### src/rtl/ddr_pkg.sv
// Shared DDR column-command types and default timing constants.
// Used by the CAS scheduler and the read/write data-timing FSM.
package ddr_pkg;

  typedef enum logic [2:0] {
    RD  = 3'd0,
    RDA = 3'd1,
    WR  = 3'd2,
    WRA = 3'd3
  } cas_cmd_t;

  typedef enum logic [1:0] {
    SCH_IDLE = 2'd0,
    SCH_RD   = 2'd1,
    SCH_WR   = 2'd2
  } sched_state_t;

  localparam int unsigned TCCD_DEF = 4;
  localparam int unsigned TWTR_DEF = 12;
  localparam int unsigned TRTW_DEF = 8;

  function automatic cas_cmd_t cas_cmd(input logic is_wr, input logic ap);
    cas_cmd_t cmd;
    unique case ({is_wr, ap})
      2'b00:   cmd = RD;
      2'b01:   cmd = RDA;
      2'b10:   cmd = WR;
      default: cmd = WRA;
    endcase
    return cmd;
  endfunction

endpackage

### src/rtl/gap_counter.sv
// Loadable down-counter that saturates at zero; `zero` flags an expired gap.
module gap_counter #(
  parameter int unsigned W = 4
) (
  input  logic         clk,
  input  logic         rst,
  input  logic         load,
  input  logic [W-1:0] load_val,
  output logic [W-1:0] count,
  output logic         zero
);

  always_ff @(posedge clk or posedge rst) begin
    if (rst) begin
      count <= '0;
    end else if (load) begin
      count <= load_val;
    end else if (count != '0) begin
      count <= count - 1'b1;
    end
  end

  assign zero = (count == '0);

endmodule

### src/rtl/ddr_cas_scheduler.sv
// Column-command arbiter: picks one RD/WR per slot subject to tCCD spacing,
// bus turnaround gaps and a write-starvation limit on read streaks.
module ddr_cas_scheduler
  import ddr_pkg::*;
#(
  parameter int unsigned TCCD       = TCCD_DEF,
  parameter int unsigned TWTR_GAP   = TWTR_DEF,
  parameter int unsigned TRTW_GAP   = TRTW_DEF,
  parameter int unsigned STARVE_LIM = 8,
  parameter int unsigned BANK_W     = 4
) (
  input  logic              CK_t,
  input  logic              reset,
  input  logic              sched_en,
  input  logic              rd_valid,
  input  logic              rd_ap,
  input  logic [BANK_W-1:0] rd_bank,
  output logic              rd_ready,
  input  logic              wr_valid,
  input  logic              wr_ap,
  input  logic [BANK_W-1:0] wr_bank,
  output logic              wr_ready,
  output logic              cas_rdy,
  output cas_cmd_t          cas_req,
  output logic [BANK_W-1:0] cas_bank,
  output logic              sched_busy
);

  localparam int unsigned TurnMax = (TWTR_GAP > TRTW_GAP) ? TWTR_GAP : TRTW_GAP;
  localparam int unsigned GapMax  = (TurnMax > TCCD) ? TurnMax : TCCD;
  // Largest load value is GapMax-1.
  localparam int unsigned CntW    = (GapMax < 2) ? 1 : $clog2(GapMax);
  localparam int unsigned StreakW = $clog2(STARVE_LIM + 1);

  localparam logic [CntW-1:0]    SameLoad = CntW'(TCCD - 1);
  localparam logic [CntW-1:0]    RtwLoad  = CntW'(TRTW_GAP - 1);
  localparam logic [CntW-1:0]    WtrLoad  = CntW'(TWTR_GAP - 1);
  localparam logic [StreakW-1:0] StreakLim = StreakW'(STARVE_LIM);

  sched_state_t        state;
  logic [StreakW-1:0]  rd_streak;
  logic [CntW-1:0]     same_cnt;
  logic [CntW-1:0]     turn_cnt;
  logic [CntW-1:0]     turn_load;
  logic                same_zero;
  logic                turn_zero;
  logic                rd_elig;
  logic                wr_elig;
  logic                starve;
  logic                accept;

  assign rd_elig = sched_en && same_zero && (state != SCH_WR || turn_zero);
  assign wr_elig = sched_en && same_zero && (state != SCH_RD || turn_zero);
  // Starvation blocks reads even while the waiting write is still ineligible.
  assign starve  = wr_valid && (rd_streak == StreakLim);

  assign rd_ready = !reset && rd_valid && rd_elig && !starve;
  assign wr_ready = !reset && wr_valid && wr_elig && !rd_ready;
  assign accept   = rd_ready || wr_ready;

  assign turn_load  = rd_ready ? RtwLoad : WtrLoad;
  assign sched_busy = !(same_zero && turn_zero);

  gap_counter #(
    .W(CntW)
  ) u_same_cnt (
    .clk     (CK_t),
    .rst     (reset),
    .load    (accept),
    .load_val(SameLoad),
    .count   (same_cnt),
    .zero    (same_zero)
  );

  gap_counter #(
    .W(CntW)
  ) u_turn_cnt (
    .clk     (CK_t),
    .rst     (reset),
    .load    (accept),
    .load_val(turn_load),
    .count   (turn_cnt),
    .zero    (turn_zero)
  );

  always_ff @(posedge CK_t or posedge reset) begin
    if (reset) begin
      state     <= SCH_IDLE;
      rd_streak <= '0;
      cas_rdy   <= 1'b0;
      cas_req   <= RD;
      cas_bank  <= '0;
    end else begin
      cas_rdy <= accept;
      if (rd_ready) begin
        state    <= SCH_RD;
        cas_req  <= cas_cmd(1'b0, rd_ap);
        cas_bank <= rd_bank;
        // Streak only counts reads that overtook a waiting write.
        if (!wr_valid) begin
          rd_streak <= '0;
        end else if (rd_streak != StreakLim) begin
          rd_streak <= rd_streak + 1'b1;
        end
      end else if (wr_ready) begin
        state     <= SCH_WR;
        cas_req   <= cas_cmd(1'b1, wr_ap);
        cas_bank  <= wr_bank;
        rd_streak <= '0;
      end else if (same_zero && turn_zero) begin
        state <= SCH_IDLE;
      end
    end
  end

endmodule

### config.mk
export PLATFORM = sky130hd
export DESIGN_NAME = ddr_cas_scheduler
export DESIGN_NICKNAME = d
export VERILOG_FILES = /design/src/rtl/ddr_pkg.sv /design/src/rtl/gap_counter.sv /design/src/rtl/ddr_cas_scheduler.sv
export SDC_FILE = /design/constraint.sdc
export NUM_CORES = 1
export LEC_CHECK = 0
export BUFFER_PORTS_ARGS = -buffer_cell sky130_fd_sc_hd__buf_2
export CORE_UTILIZATION = 30
export DETAILED_ROUTE_END_ITERATION = 10
export HOLD_SLACK_MARGIN = 0.1
export PLACE_DENSITY = 0.52
export SLEW_MARGIN = 10
export SYNTH_ARGS = -nofsm -noshare
export SYNTH_HDL_FRONTEND = slang
export SYNTH_HIERARCHICAL = 1
export SYNTH_SLANG_ARGS = --single-unit
### constraint.sdc
create_clock -name CK_t -period 3.1 [get_ports CK_t]
set_clock_uncertainty 0.1 [all_clocks]
set_input_delay 0.31 -clock CK_t [delete_from_list [all_inputs] [get_ports CK_t]]
set_output_delay 0.31 -clock CK_t [all_outputs]
set_load 0.1 [all_outputs]
==> metrics.md <==
| Metric | Value |
|---|---|
| Top-area cell type share of the netlist area | around 43% |
| Most common library cells after synthesis | 21 x dfrtp_1, 14 x nand2_1, 10 x inv_1, 8 x mux2i_1, 5 x o21ai_1 |
| Count of cell types in the netlist | 37 |
| Worst VDD drop | 0.566 mV |
| Final hold violations | 0 |
| Arr. time, crit path | 2430 ps |
| DR WL/cell | roughly 12 µm |
| DRT antenna net count | 0 |
| DRC Markers | 0 |
| Yosys warns | 6 |
| Unrepaired setup endpoints after global routing | false |
| Dpl cell area | 1370 µm² |
| Synth area leader | dfrtp_1 |
| Nets | 169 |
| HP Class | in -> reg |
| Area grow syn2layout | 17.2% |
| Max_slew headroom | 66.4% |
| Design area | approximately 1400 µm² |
| CTS buffer count | 3 |
| Largest net degree at the start of global routing | 19 |
| Setup Viol. Count Final | 0 |
| Drt initial violations | 32 |
| Layout cells sized above 1 | 26.8% |
| Worst setup SP type | flop |
| Core region area | 3770 µm² |
| First-pass GRT wire length | 4.19 mm |
| Synth Instances | around 120 |
| Tmin final | 2840 ps |
| Synth Area in Compound Gates | 11.8% |
| Mux contribution to synthesized area | 10.3% |
| Postcts setup bufs | 0 |
| Vias in the first global route | a little over 900 |
| Worst Tran Pin Value | 503 ps |
| Die Height | 65.7 µm |
| Die width | 65.7 µm |
| Cts hold-fix bufs | 1 |
| Cts repair resizes | 0 |
| Synthesized area | about 1200 µm² |
| RD Place Congestion | 0.767 |
| Adder-cell area share of the yosys netlist | about 4.1% |
| Worst EP required | 2690 ps |
| Simple-gate share of the synthesized area | 19.8% |
| Post-synth EDFFs | 0 |
| H-tree depth | 1 |
| DR vias | 912 |
| Seq/Total Area, Yosys | 43.2% |
| Fin. max-slew vios | 0 |
| Ant diodes | 0 |
| Num rows | 22 |
| Clock-pin slew on the worst setup and hold paths | 80 ps |
| Fmax | 0.352 GHz |
| Outcome | complete, no violations |
| IO Port Bufs | 24 |
| Initial core utilization | 32.3% |
| Post-synth ARST share | 100% |
| Worst skew pair latency | 260 ps |
| Setup WS pre-CTS | between 400 and 500 ps |
| Final cell count without fillers | 197 |
| Main synth FF type | dfrtp_1 |
| Clock sinks | 21 |
| Final HPWL DP | 1.76 mm |
| Largest cells by area after synthesis | dfrtp_1 43%, mux2i_1 6.6%, nand2_1 4.3% |
| Final wirelength | 2.35 mm |
| Pre-Repair DR Iteration Count | 4 |
| I/O Pins | 26 |
| Clock Tree Buf Depth | 2 |
| Routed vias/inst | 4.63 |
| TritonCTS clock tree | yes |
| PwrDens | 1010 nW/µm² |
| #FFs+latches synth | 21 |
| Main combinational cell family by area after synthesis | simple AND/OR/NAND/NOR gates |
| Crit end category | primary output |
| Synth Area in XOR/XNOR | 2.16% |
| Remaining global-route overflow | 0 |
| Gr usage total | 12.8% |
| Most frequent cell after synthesis | dfrtp_1 |
| Final core occ | 37.8% |
| Period utilisation layout | 91.7% |
| Initial antenna violation count | 0 |
| Fin Hold WS | about 150 ps |
| Inst Count DP | 192 |
| Setup WS post-layout | between 200 and 300 ps |
| Die footprint | 4320 µm² |
| Crit path kind | reg -> out |
| Crit-path max FO | 18 |
| Mapped Avg Cell Area | approximately 10 µm² |
| Tot Pwr | 1.44 mW |
| Root buffer cell | clkbuf_8 |
| Static Leak | roughly 0.65 nW |
| Max cap viols | 0 |
| Final setup TNS | 0 ps |
-- worst max-delay path: stages (launching register included) --
cell and delay, ps:
dfrtp_1 380, inv_1 90, ha_1 220, nor3b_4 290, and3b_1 290, and4_4 400
inv_2 70, and2_1 130, buf_2 280
-- cells in the final DEF, fill, tap and decap left out, drive strengths merged, types with 2 or more instances in the layout --
| cell type | n |
|---|---|
| o21ai | 9 |
| conb | 7 |
| buf | 25 |
| dfrtp | 21 |
| nand2 | 14 |
| ha | 4 |
| a21oi | 4 |
| nor3 | 4 |
| clkbuf | 3 |
| inv | 11 |
| mux2 | 4 |
| a221o | 2 |
| xnor2 | 3 |
| nor2 | 4 |
| and2 | 2 |
| or3b | 3 |
| mux2i | 8 |
| nand3 | 3 |
| nor3b | 5 |
-- routing by layer --
layer | wire [µm] | vias to the layer above | global-route usage [%]
li1 | - | 461 | -
met1 | 1130 | 427 | 16.1
met2 | 1090 | 19 | 21.2
met3 | 100 | 5 | 3.99
met4 | 25 | 0 | 3.26
met5 | 0 | - | 0
-- cell families (layout without fill, tap and decap cells) --
group,after synthesis,after routing
AND/OR/NAND/NOR,39,39
AO/OA/AOI/OAI,22,22
flip-flops,21,21
buffers and inverters,18,41
multiplexers,12,12
adder cells (fa/ha/maj),4,4
XOR/XNOR,3,3
other,2,7
-- flip-flops by register name, summed over array words and instances, names as in the netlist --
| name | count |
|---|---|
| state | 2 |
| rd_streak | 4 |
| u_same_cnt/count | 4 |
| u_turn_cnt/count | 4 |
| cas_rdy | 1 |
| cas_req | 2 |
| cas_bank | 4 |
-- worst paths after layout --
path,from,endpoint,slack [ps],depth (start not counted)
worst max-delay path,u_same_cnt/count[0],wr_ready,260,8
max in group asynchronous,reset,cas_rdy,2020,3
min in group asynchronous,reset,u_turn_cnt/count[2],400,3
worst max register to register,u_same_cnt/count[0],u_same_cnt/count[3],480,9
worst min register to register,cas_req[1],cas_req[1],410,2
worst min-delay path,rd_bank[0],cas_bank[0],150,3
-- power breakdown --
group	internal (mW)	leakage (nW)	switching [mW]
Sequential	0.389	0.266	0.0918
Clock	0.0908	0.0217	0.0961
Combinational	0.254	0.364	0.518
Total	0.734	0.652	0.706
-- layout make-up --
| cell class | instances | area (µm²) |
|---|---|---|
| Inverter | 11 | 41.3 |
| Clock buffer | 3 | 41.3 |
| Multi-Input combinational cell | 87 | 613 |
| Tap cell | 48 | 60.1 |
| Fill cell | 376 | 2340 |
| Sequential cell | 21 | 526 |
| Clock inverter | 1 | 7.51 |
| Timing Repair Buffer | 26 | 138 |
(Power assumes the default switching activity.)
